==> config.mk <==
export PLATFORM = sky130hd
export DESIGN_NAME = muller_c_multi
export DESIGN_NICKNAME = d
export VERILOG_FILES = /design/src/rtl/muller_c_multi.sv
export SDC_FILE = /design/constraint.sdc
export NUM_CORES = 1
export LEC_CHECK = 0
export CAP_MARGIN = 20
export CELL_PAD_IN_SITES_DETAIL_PLACEMENT = 0
export CELL_PAD_IN_SITES_GLOBAL_PLACEMENT = 1
export CORE_MARGIN = 2
export CORE_UTILIZATION = 43
export DETAILED_ROUTE_END_ITERATION = 12
export HOLD_SLACK_MARGIN = 0.12
export PLACE_DENSITY_LB_ADDON = 0.2
export SLEW_MARGIN = 15
export SYNTH_ARGS = -nofsm -noshare
export SYNTH_HDL_FRONTEND = slang
export SYNTH_SLANG_ARGS = --single-unit
==> constraint.sdc <==
create_clock -name wb_clk_i -period 3.6 [get_ports wb_clk_i]
set_input_delay 0.36 -clock wb_clk_i [delete_from_list [all_inputs] [get_ports wb_clk_i]]
set_output_delay 0.36 -clock wb_clk_i [all_outputs]
set_load 0.02 [all_outputs]
==> src/rtl/muller_c_multi.sv <==
// Multi-channel generalised Muller C-element bank behind synchronised async inputs, with
// per-channel saturating transition counters and a sticky hold-timeout stall detector.
// Latency: in_data edge -> c_out edge is SYNC_STAGES+1 clocks; any_stall lags stall by one clock.
// Backpressure: none. en=0 freezes channel state; the synchronisers and cnt_clr keep acting.
//
// Ports:
//   wb_clk_i, wb_rst_i    clock, asynchronous active-high reset
//   en                    1 = channels evaluate, 0 = channel state frozen
//   in_data[NCH*NIN]      raw async inputs, channel k uses bits [k*NIN +: NIN]
//   set_mask, rst_mask    per-input participation in the rise / fall condition (shared)
//   cnt_clr               synchronous clear of counters, timers and stall flags
//   c_out, trans_cnt      C-element outputs, per-channel transition counters
//   stall, any_stall      sticky per-channel stall flags, registered OR of stall
module muller_c_multi #(
    parameter int NCH         = 4,
    parameter int NIN         = 3,
    parameter int SYNC_STAGES = 2,
    parameter int CNT_W       = 8,
    parameter int TIMEOUT     = 255
) (
    input  logic                   wb_clk_i,
    input  logic                   wb_rst_i,
    input  logic                   en,
    input  logic [NCH*NIN-1:0]     in_data,
    input  logic [NIN-1:0]         set_mask,
    input  logic [NIN-1:0]         rst_mask,
    input  logic                   cnt_clr,
    output logic [NCH-1:0]         c_out,
    output logic [NCH*CNT_W-1:0]   trans_cnt,
    output logic [NCH-1:0]         stall,
    output logic                   any_stall
);

    localparam int TW = $clog2(TIMEOUT + 1);
    localparam logic [CNT_W-1:0] CNT_MAX = '1;
    localparam logic [CNT_W-1:0] CNT_ONE = 1;
    localparam logic [TW-1:0]    TMR_MAX = TW'(TIMEOUT);
    localparam logic [TW-1:0]    TMR_ONE = 1;

    // ---------------- input synchronisers ----------------
    logic [NCH*NIN-1:0] sync_q [SYNC_STAGES];
    logic [NCH*NIN-1:0] sync_d [SYNC_STAGES];
    logic [NCH*NIN-1:0] s;

    always_comb begin
        sync_d[0] = in_data;
        for (int j = 1; j < SYNC_STAGES; j++) begin
            sync_d[j] = sync_q[j-1];
        end
    end

    always_ff @(posedge wb_clk_i or posedge wb_rst_i) begin
        if (wb_rst_i) begin
            for (int j = 0; j < SYNC_STAGES; j++) begin
                sync_q[j] <= '0;
            end
        end else begin
            for (int j = 0; j < SYNC_STAGES; j++) begin
                sync_q[j] <= sync_d[j];
            end
        end
    end

    assign s = sync_q[SYNC_STAGES-1];

    // ---------------- per-channel C-element ----------------
    for (genvar k = 0; k < NCH; k++) begin : g_ch
        logic [NIN-1:0]   s_k;
        logic [NIN-1:0]   part;
        logic             rise_ok;
        logic             fall_ok;
        logic             disagree;
        logic             flip;
        logic             c_q, c_d;
        logic [CNT_W-1:0] cnt_q, cnt_d;
        logic [TW-1:0]    tmr_q, tmr_d;
        logic             stall_q, stall_d;

        assign s_k     = s[k*NIN +: NIN];
        assign part    = set_mask | rst_mask;
        // An empty mask makes the corresponding edge impossible.
        assign rise_ok = (&(s_k | ~set_mask)) & (|set_mask);
        assign fall_ok = (&(~s_k | ~rst_mask)) & (|rst_mask);
        // Participating inputs contain both a 1 and a 0.
        assign disagree = (|(s_k & part)) & (|(~s_k & part));
        assign flip     = c_q ? fall_ok : rise_ok;

        always_comb begin
            c_d     = c_q;
            cnt_d   = cnt_q;
            tmr_d   = tmr_q;
            stall_d = stall_q;
            if (en) begin
                c_d = c_q ^ flip;
                if (flip && (cnt_q != CNT_MAX)) begin
                    cnt_d = cnt_q + CNT_ONE;
                end
                // A flip ends the disagreement episode even if inputs still differ.
                if (disagree && !flip) begin
                    if (tmr_q != TMR_MAX) begin
                        tmr_d = tmr_q + TMR_ONE;
                    end
                end else begin
                    tmr_d = '0;
                end
                if (tmr_d == TMR_MAX) begin
                    stall_d = 1'b1;
                end
            end
            // Clear wins over a coincident transition; c_out is untouched.
            if (cnt_clr) begin
                cnt_d   = '0;
                tmr_d   = '0;
                stall_d = 1'b0;
            end
        end

        always_ff @(posedge wb_clk_i or posedge wb_rst_i) begin
            if (wb_rst_i) begin
                c_q     <= 1'b0;
                cnt_q   <= '0;
                tmr_q   <= '0;
                stall_q <= 1'b0;
            end else begin
                c_q     <= c_d;
                cnt_q   <= cnt_d;
                tmr_q   <= tmr_d;
                stall_q <= stall_d;
            end
        end

        assign c_out[k]                    = c_q;
        assign trans_cnt[k*CNT_W +: CNT_W] = cnt_q;
        assign stall[k]                    = stall_q;
    end

    // ---------------- aggregated stall ----------------
    logic any_stall_q, any_stall_d;

    always_comb begin
        any_stall_d = |stall;
    end

    always_ff @(posedge wb_clk_i or posedge wb_rst_i) begin
        if (wb_rst_i) begin
            any_stall_q <= 1'b0;
        end else begin
            any_stall_q <= any_stall_d;
        end
    end

    assign any_stall = any_stall_q;

endmodule

After elaboration in Yosys (flattened, before gate mapping)
Index checks and enable logic that the tools add are counted.
Widths: inputs -> output; s select.

storage, ports and cells
  register bits = 97
  input port bits = 22
  logic and storage cells = 174
  output and inout bits = 41

operators by class
  add/subtract/negate cells = 8
  equal/unequal tests = 12
  mux-type cells = 48
  bitwise logic cells = 39
  reduce and logical (&&, ||, !) cells = 48

operator list
  kind                 number
  $mux 8               32
  $add 8x1->8 const B  8
  $ne 8x8->1 const B   8
  $eq 8x8->1 const B   4
  $reduce_or 3->1      10
  $or 3x3->3           9
  $and 3x3->3          8
  $reduce_and 3->1     8
  $not 3->3            6
  $reduce_bool 2->1    9
  $mux 1               16
  $reduce_and 2->1     8
  $and 1x1->1          12
  $logic_and 1x1->1    8
  $logic_not 1->1      4
  $reduce_or 4->1      1
  $xor 1x1->1          4

Logic depth before layout (Yosys ltp)
Gate-level depths: netlist (run 1).

  word-level depth = 13
  mapped depth = 8
  depth with buffers taken out = 7

Worst setup path before layout (run 1)
OpenSTA, ideal clock, no wires.

  kind = flip-flop to flip-flop
  from = register g_ch[1].tmr_q[0]
  to = register g_ch[1].stall_q
  clock period less this slack = 1.985 ns
  slack = 1.615 ns
  path buffers = 0
  data arrival time = 1.884 ns
  data required time = 3.499 ns
  setup time = 0.101 ns
  stages on the path, launching flop included = 8
  cell sequence = dfrtp_1 ha_1 nand2_1 nor3_1 nand2_1 o21a_1 or4_1 o32ai_1

between the ends
  word-level cells in the longest chain between the ends = 7
  elaborated cells on any way between the ends = 8
  those cells by class = add/sub: 1; eq/ne: 2; mux: 3; reduce/logical: 2

ends and longest elaborated chain
  element                                    RTL line  RTL
  from (decl)                                76        logic [TW-1:0] tmr_q, tmr_d;
  from (signal assigned)                     127       tmr_q <= tmr_d;
  $add 8x1->8 or $ne 8x8->1 (tied branches)  101, 100
  $mux 8 *                                   100       if (tmr_q != TMR_MAX) begin
  $mux 8 *                                   99        if (disagree && !flip) begin
  $mux 8 *                                   93        if (en) begin
  $eq 8x8->1 *                               106       if (tmr_d == TMR_MAX) begin
  $reduce_bool 2->1 (no source line) *       --
  $reduce_and 2->1 (no source line) *        --
  to (signal assigned)                       128       stall_q <= stall_d;
  to (decl)                                  77        logic stall_q, stall_d;

Every way passes the cells marked *; elsewhere a longest branch is shown, timed or not. The select of a mux whose other input is x is not followed.
A chain may end at the register's enable or synchronous reset.

Final worst setup path (run 1)
  from = input set_mask[2]
  to = register g_ch[3].cnt_q[7]

between the ends
  word-level cells in the longest chain between the ends = 8
  elaborated cells on any way between the ends = 9
  those cells by class = mux: 1; bitwise: 3; reduce/logical: 5

ends and longest elaborated chain
  element                               RTL line  RTL
  from (decl)                           25        input logic [NIN-1:0] set_mask,
  $not 3->3                             82        assign rise_ok = (&(s_k | ~set_mask)) & (|set_mask);
  $or 3x3->3                            82
  $reduce_and 3->1                      82
  $and 1x1->1 *                         82
  $mux 1 *                              86        assign flip = c_q ? fall_ok : rise_ok;
  $logic_and 1x1->1 *                   95        if (flip && (cnt_q != CNT_MAX)) begin
  $reduce_bool 2->1 (no source line) *  --
  $reduce_and 2->1 (no source line) *   --
  to (signal assigned)                  126       cnt_q <= cnt_d;
  to (decl)                             75        logic [CNT_W-1:0] cnt_q, cnt_d;

Every way passes the cells marked *; elsewhere a longest branch is shown, timed or not.

==> flow_metrics.env, run 1 <==
export IMPL_status="finished, final reports clean"
export IMPL_drive_gt1_share_pct=5.574
export IMPL_fin_util_pct=53.46
export IMPL_hold_ws_ps=345.5
export IMPL_syn_area_per_cell_um2=9.269
export IMPL_setup_viol=0
export IMPL_cts_made_buffers=9
export IMPL_synth_mux_area_share_pct=1.165
export IMPL_grt_util_all_layers_pct=20.12
export IMPL_drv_cap=0
export IMPL_synth_net_count=586
export IMPL_cts_buffer_depth=2
export IMPL_ant_nets=0
export IMPL_leakagePower_nw=2.415
export IMPL_relSlewSlack_pct=53.07
export IMPL_use_met1_pct=27.32
export IMPL_p_seq_share_pct=43.2
export IMPL_critPathArrivalTime_ps=2850
export IMPL_dr_pass1_iters=6
export IMPL_path_cells="clkdlybuf4s50_1 > inv_1 > o2111ai_1 > o21ai_1 > nand3_1 > or4_1 > a21oi_1"
export IMPL_peakVddDrop_uv=334.3
export IMPL_dp_cells=737
export IMPL_worstHoldPathType="reg -> reg"
export IMPL_cts_tree="built"
export IMPL_routedWlPerCell_um=16.13
export IMPL_cts_root_buf="clkbuf_16"
export IMPL_die_h_um=113.5
export IMPL_clock_power_share_pct=39.2
export IMPL_ctsHoldBuffers=0
export IMPL_cp_end_kind="flop"
export IMPL_die_w_um=113.5
export IMPL_timing_final_crit_share_pct=71.66
export IMPL_gp_congestion=0.8556
export IMPL_numPortBuffers=62
export IMPL_synth_distinct_cells=57
export IMPL_wl_um=12150
export IMPL_internal_power_w=0.002035
export IMPL_p_switching_w=0.0007860
export IMPL_postCtsSetupRepairBufs=0
export IMPL_n_antenna_cell=0
export IMPL_initial_utilization_pct=44.56
export IMPL_fmax_mhz=387.6
export IMPL_synthAdderAreaFrac_pct=1.942
export IMPL_critPathRequiredTime_ps=3870
export IMPL_grt_busiest_layer="met2"
export IMPL_vias=4460
export IMPL_skew_ps=6.532
export IMPL_path_clk_slew_ps=60
export IMPL_ctsResizeCount=0
export IMPL_hpwl_um=8452
export IMPL_final_hold_viol_count=0
export IMPL_clock_latency_ps=350
export IMPL_synthSimpleGateAreaFrac_pct=23.79
export IMPL_drt_first_iter_violations=259
export IMPL_power_density_mw_per_mm2=456.3
export IMPL_vias_per_cell=5.923
export IMPL_syn_area_mm2=0.005154
export IMPL_ys_ff_latch=97
export IMPL_cts_sinks=97
export IMPL_synth_compound_area_share_pct=18.94
export IMPL_fp_coreArea_mm2=0.01156
export IMPL_drc=0
export IMPL_worstSetupStartpointType="primary input"
export IMPL_switching_share_pct=27.86
export IMPL_worstPathMaxFanout=12
export IMPL_drv_slew=0
export IMPL_final_cell_area_mm2=0.006182
export IMPL_synth_top_family_by_area="simple AND/OR/NAND/NOR gates"
export IMPL_worst_pin_slew_ps=703.9
export IMPL_grt_pass1_wl_um=20640
export IMPL_cp_slowest_cell="or4_1"
export IMPL_fp_dieArea_mm2=0.01288
export IMPL_pwr_share_comb_pct=17.6
export IMPL_synth_cells=556
export IMPL_use_met3_pct=5.526
export IMPL_finalNonFillerCells=753
export IMPL_ys_seq_area_share_pct=47.10
export IMPL_first_global_vias=4184
export IMPL_grt_overflow_total=0
export IMPL_synth_xor_area_share_pct=3.059
export IMPL_ioPinCount=63
export IMPL_dpl_cell_area_mm2=0.005837
export IMPL_gr_usage_met2_pct=31.06
export IMPL_std_cell_rows=39
export IMPL_rsz0062_at_grt="false"
export IMPL_grt_max_degree=52
export IMPL_finalSetupTns_ps=0
export IMPL_nets=635
export IMPL_htreeDepth=3
export IMPL_path_class="in -> reg"
export IMPL_grt_antenna_before_repair=0
export IMPL_ys_warnings_count=0
export IMPL_slowest_delay_ps=590
export IMPL_syn_to_final_growth_pct=19.96
export IMPL_fin_crit_ps=2580
Yosys cell counts (all sizes together):
cell type | instances | area, µm²
or4b | 1 | 10.01
a22oi | 6 | 45.04
buf | 12 | 78.82
a221o | 4 | 41.29
nand2b | 8 | 50.05
clkbuf | 16 | 60.06
ha | 8 | 100.1
a32oi | 5 | 43.79
mux2i | 6 | 60.06
o41ai | 1 | 8.760
a32o | 2 | 20.02
nor4 | 3 | 18.77
xnor2 | 4 | 35.03
and3 | 5 | 31.28
nor2 | 48 | 187.7
a21oi | 38 | 190.2
or3 | 13 | 81.33
a21o | 5 | 37.54
o31ai | 17 | 141.4
a2111oi | 1 | 8.760
nand3 | 43 | 232.7
o221ai | 4 | 35.03
o2111ai | 6 | 52.55
nand2 | 57 | 214.0
nor3 | 15 | 86.34
a211oi | 10 | 75.07
or2 | 5 | 31.28
nand3b | 2 | 15.01
xor2 | 14 | 122.6
inv | 18 | 67.56
nand4 | 22 | 137.6
o32ai | 2 | 17.52
a41oi | 1 | 8.760
o21ai | 21 | 108.9
dfrtp | 97 | 2427
a31oi | 12 | 75.07
and4 | 2 | 17.52
and2 | 1 | 6.260
a22o | 2 | 17.52
o21a | 1 | 7.510
or4 | 12 | 90.09
o22ai | 2 | 26.28
o211ai | 2 | 15.01
nor3b | 1 | 7.510
nand4b | 1 | 8.760
power groups by stage:
stage / Sequential [W] / Clock (W) / Combinational, W
6_report: 0.00122 / 0.00111 / 0.000496
5_1_grt: 0.00123 / 0.00119 / 0.000554
4_1_cts: 0.00122 / 0.00114 / 0.000504
3_5_place_dp: 0.00124 / 0 / 0.000500
3_3_place_gp: 0.00124 / 0 / 0.000499
2_1_floorplan: 0.00124 / 0 / 0.000337
cell usage in the layout, fill, tap and decap left out, types with 8 or more instances in the layout:
cell type	count
a211oi_1	10
a21oi_1	38
a31oi_1	12
clkbuf_16	9
clkdlybuf4s50_1	60
dfrtp_1	97
ha_1	8
inv_1	17
nand2_1	57
nand2b_1	8
nand3_1	41
nand4_1	22
nor2_1	47
nor3_1	14
o21ai_0	17
o31ai_1	16
or3_1	13
or4_1	12
xor2_1	14
per-stage QoR:
| step | setup WS, ps | power, W |
|---|---|---|
| 2_1_floorplan | 706.3 | 0.001572 |
| 3_3_place_gp | 725.2 | 0.001739 |
| 3_5_place_dp | 631.0 | 0.001741 |
| 4_1_cts | 1005 | 0.002865 |
| 5_1_grt | 715.6 | 0.002971 |
| 6_report | 1020 | 0.002821 |
final timing paths:
kind / startpoint / to / slack, ps / depth (start not counted)
hold reg to reg: sync_d[9] / s[9] / 350 / 0
min in group asynchronous: wb_rst_i / g_ch[0].cnt_q[4] / 440 / 2
hold / removal: sync_d[9] / s[9] / 350 / 0
setup reg to reg: s[7] / g_ch[2].cnt_q[5] / 1170 / 6
max in group asynchronous: wb_rst_i / sync_d[1] / 2410 / 3
setup / recovery: set_mask[2] / g_ch[3].cnt_q[7] / 1020 / 7
sequential cells by signal, summed over array words and instances, names as in the netlist:
name and count:
g_ch.stall_q 4, g_ch.tmr_q 32, g_ch.c_q 4, any_stall 1, sync_d 12, s 12, g_ch.cnt_q 32
logic make-up (layout without fill, tap and decap cells):
logic type,count (synthesis),count (layout)
AO/OA/AOI/OAI,142,142
buffers and inverters,46,100
multiplexers,6,6
flip-flops,97,97
AND/OR/NAND/NOR,239,239
XOR/XNOR,18,18
adder cells (fa/ha/maj),8,8
critical path, delay by kind of cell:
kind,cells,cell delay [ps]
and+or+nand+nor,2,1030
buffers and inverters,2,700
AOI/OAI and AO/OA,3,770
layer usage:
| metal | vias up | wire length (µm) |
|---|---|---|
| li1 | 2173 | - |
| met1 | 2158 | 5618 |
| met2 | 113 | 5642 |
| met3 | 16 | 653 |
| met4 | 0 | 235 |
| met5 | - | 0 |
area by class of cell:
| cell class | instances | area, µm² |
|---|---|---|
| tap | 143 | 178.9 |
| multi-input combinational | 413 | 2520 |
| fill | 1040 | 5383 |
| timing repair buffer | 66 | 640.6 |
| sequential | 97 | 2427 |
| clock inverter | 5 | 102.6 |
| clock buffer | 11 | 242.7 |
| inverter | 18 | 70.07 |
(Power assumes the default switching activity.)
==> run 2, diff against run 1 <==
CORE_UTILIZATION = 39   (was 43)
clock period = 2.3 ns   (was 3.6 ns; I/O delays follow)
==> flow_metrics.env, run 2 (synthesis results as in run 1) <==
export IMPL_worstHoldPathType="in -> reg"
export IMPL_wl_um=12630
export IMPL_mostFrequentLayoutCells="dfrtp_1 (96), clkdlybuf4s50_1 (60), nand2_1 (57)"
export IMPL_cts_buffer_depth=2
export IMPL_critPathLaunch="rst_mask[1]"
export IMPL_initial_utilization_pct=40.35
export IMPL_fin_util_pct=50.95
export IMPL_top_layer="met4"
export IMPL_critPathArrivalTime_ps=2380
export IMPL_path_cells="clkdlybuf4s50_1 > or3_1 > nand4_1 > o21ai_1 > buf_4 > or2_1 > or4_1 > nand2_1"
export IMPL_rsz0062_at_grt="false"
export IMPL_timing_final_crit_share_pct=91.07
export IMPL_power_w=0.004231
export IMPL_grt_pass1_wl_um=21430
export IMPL_peakVddDrop_uv=408.5
export IMPL_drv_cap=0
export IMPL_power_density_mw_per_mm2=650.1
export IMPL_layout_commonest_cell="dfrtp_1"
export IMPL_n_fill_cell=1168
export IMPL_grt_util_all_layers_pct=18.53
export IMPL_slowest_delay_ps=480
export IMPL_dr_pass1_iters=6
export IMPL_ctsHoldBuffers=0
export IMPL_drv_slew=0
export IMPL_cp_slowest_cell="clkdlybuf4s50_1"
export IMPL_syn_to_final_growth_pct=26.27
export IMPL_die_h_um=119.0
export IMPL_worstSetupStartpointType="primary input"
export IMPL_vias=4621
export IMPL_cts_made_buffers=9
export IMPL_hpwl_um=9207
export IMPL_min_delay_path_depth=2
export IMPL_r2r_cells=7
export IMPL_hold_ws_ps=257.5
export IMPL_fmax_mhz=477.4
export IMPL_hold_start="cnt_clr"
export IMPL_drive_gt1_share_pct=12.08
export IMPL_std_cell_rows=41
export IMPL_ant_nets=0
export IMPL_reg2reg_from="g_ch[1].tmr_q[0]"
export IMPL_reg_largest_list="g_ch.cnt_q (32), g_ch.tmr_q (32)"
export IMPL_critPathRequiredTime_ps=2580
export IMPL_die_w_um=119.0
export IMPL_final_hold_viol_count=0
export IMPL_skew_ps=4.220
export IMPL_relSlewSlack_pct=54.23
export IMPL_ioPinCount=63
export IMPL_numPortBuffers=62
export IMPL_drt_met1_wl_um=5777
export IMPL_drc=0
export IMPL_grt_overflow_total=0
export IMPL_grt_antenna_before_repair=0
export IMPL_critical_path_cell_count=8
export IMPL_vias_per_cell=5.594
export IMPL_multi_input_area_mm2=0.002525
export IMPL_fin_crit_ps=2095
export IMPL_cts_tree="built"
export IMPL_first_global_vias=4431
export IMPL_regArea_mm2=0.002429
export IMPL_routed_wl_met2_um=6129
export IMPL_clock_latency_ps=340
export IMPL_status="finished, final reports clean"
export IMPL_path_clk_slew_ps=70
export IMPL_fp_dieArea_mm2=0.01415
export IMPL_htreeDepth=3
export IMPL_cts_root_buf="clkbuf_16"
export IMPL_fp_coreArea_mm2=0.01277
export IMPL_path_class="in -> reg"
export IMPL_setup_viol=0
export IMPL_worst_pin_slew_ps=685.1
export IMPL_cp_end_kind="flop"
export IMPL_worstPathMaxFanout=5
export IMPL_n_antenna_cell=0
export IMPL_nets=680
export IMPL_routedWlPerCell_um=15.29
export IMPL_leakagePower_nw=2.596
export IMPL_drt_first_iter_violations=346
export IMPL_dr_wl_met3_um=513
export IMPL_path_buf_inv=2
export IMPL_crit_family="simple AND/OR/NAND/NOR gates"
export IMPL_gp_congestion=0.9019
export IMPL_grt_max_degree=43
export IMPL_cts_sinks=97
==> run 2: worst paths after layout <==
path,slack [ps],endpoint
max,210,g_ch[3].tmr_q[0]
min,260,g_ch[2].stall_q
max reg2reg,210,g_ch[1].stall_q
min reg2reg,350,s[10]
max in group asynchronous,1330,g_ch[1].tmr_q[0]
min in group asynchronous,340,sync_d[5]
==> run 2: cell type report <==
class / count / share of cell area, %
clock buffers: 12 / 3.788
inverters: 18 / 1.096
well taps: 172 / 3.307
multi-input cells: 413 / 38.80
clock inverters: 3 / 0.2692
flip-flops and latches: 97 / 37.32
repair buffers: 111 / 15.42
==> run 2: layer usage <==
metal	up-vias	track usage [%]
met4	0	7.664
met2	116	29.78
li1	2262	-
met5	-	0
met3	16	3.209
met1	2227	24.77
==> run 2: through the flow <==
step / setup WS [ps] / area [µm²] / setup TNS [ps] / cells
final: 205.3 / 6507 / 0 / 826
after global routing: 49.23 / 6507 / 0 / 826
after CTS: 122.5 / 6501 / 0 / 826
after detailed placement: -164.1 / 6237 / -3373 / 811
after global placement: -140.6 / 6237 / -2371 / 811
after floorplan: 315.2 / 5157 / 0 / 556
==> run 2: power breakdown <==
| group | switching [W] | leakage, nW | internal [W] |
|---|---|---|---|
| clock network | 0.000613 | 0.128 | 0.000753 |
| logic | 0.000512 | 1.18 | 0.000441 |
| registers | 0.000115 | 1.29 | 0.00180 |
==> run 2: timing repair <==
action / CTS / global route
gates resized for setup: 0 / 2
hold endpoints to repair: 0 / 0
setup buffers: 0 / 0
setup endpoints to repair: 0 / 1
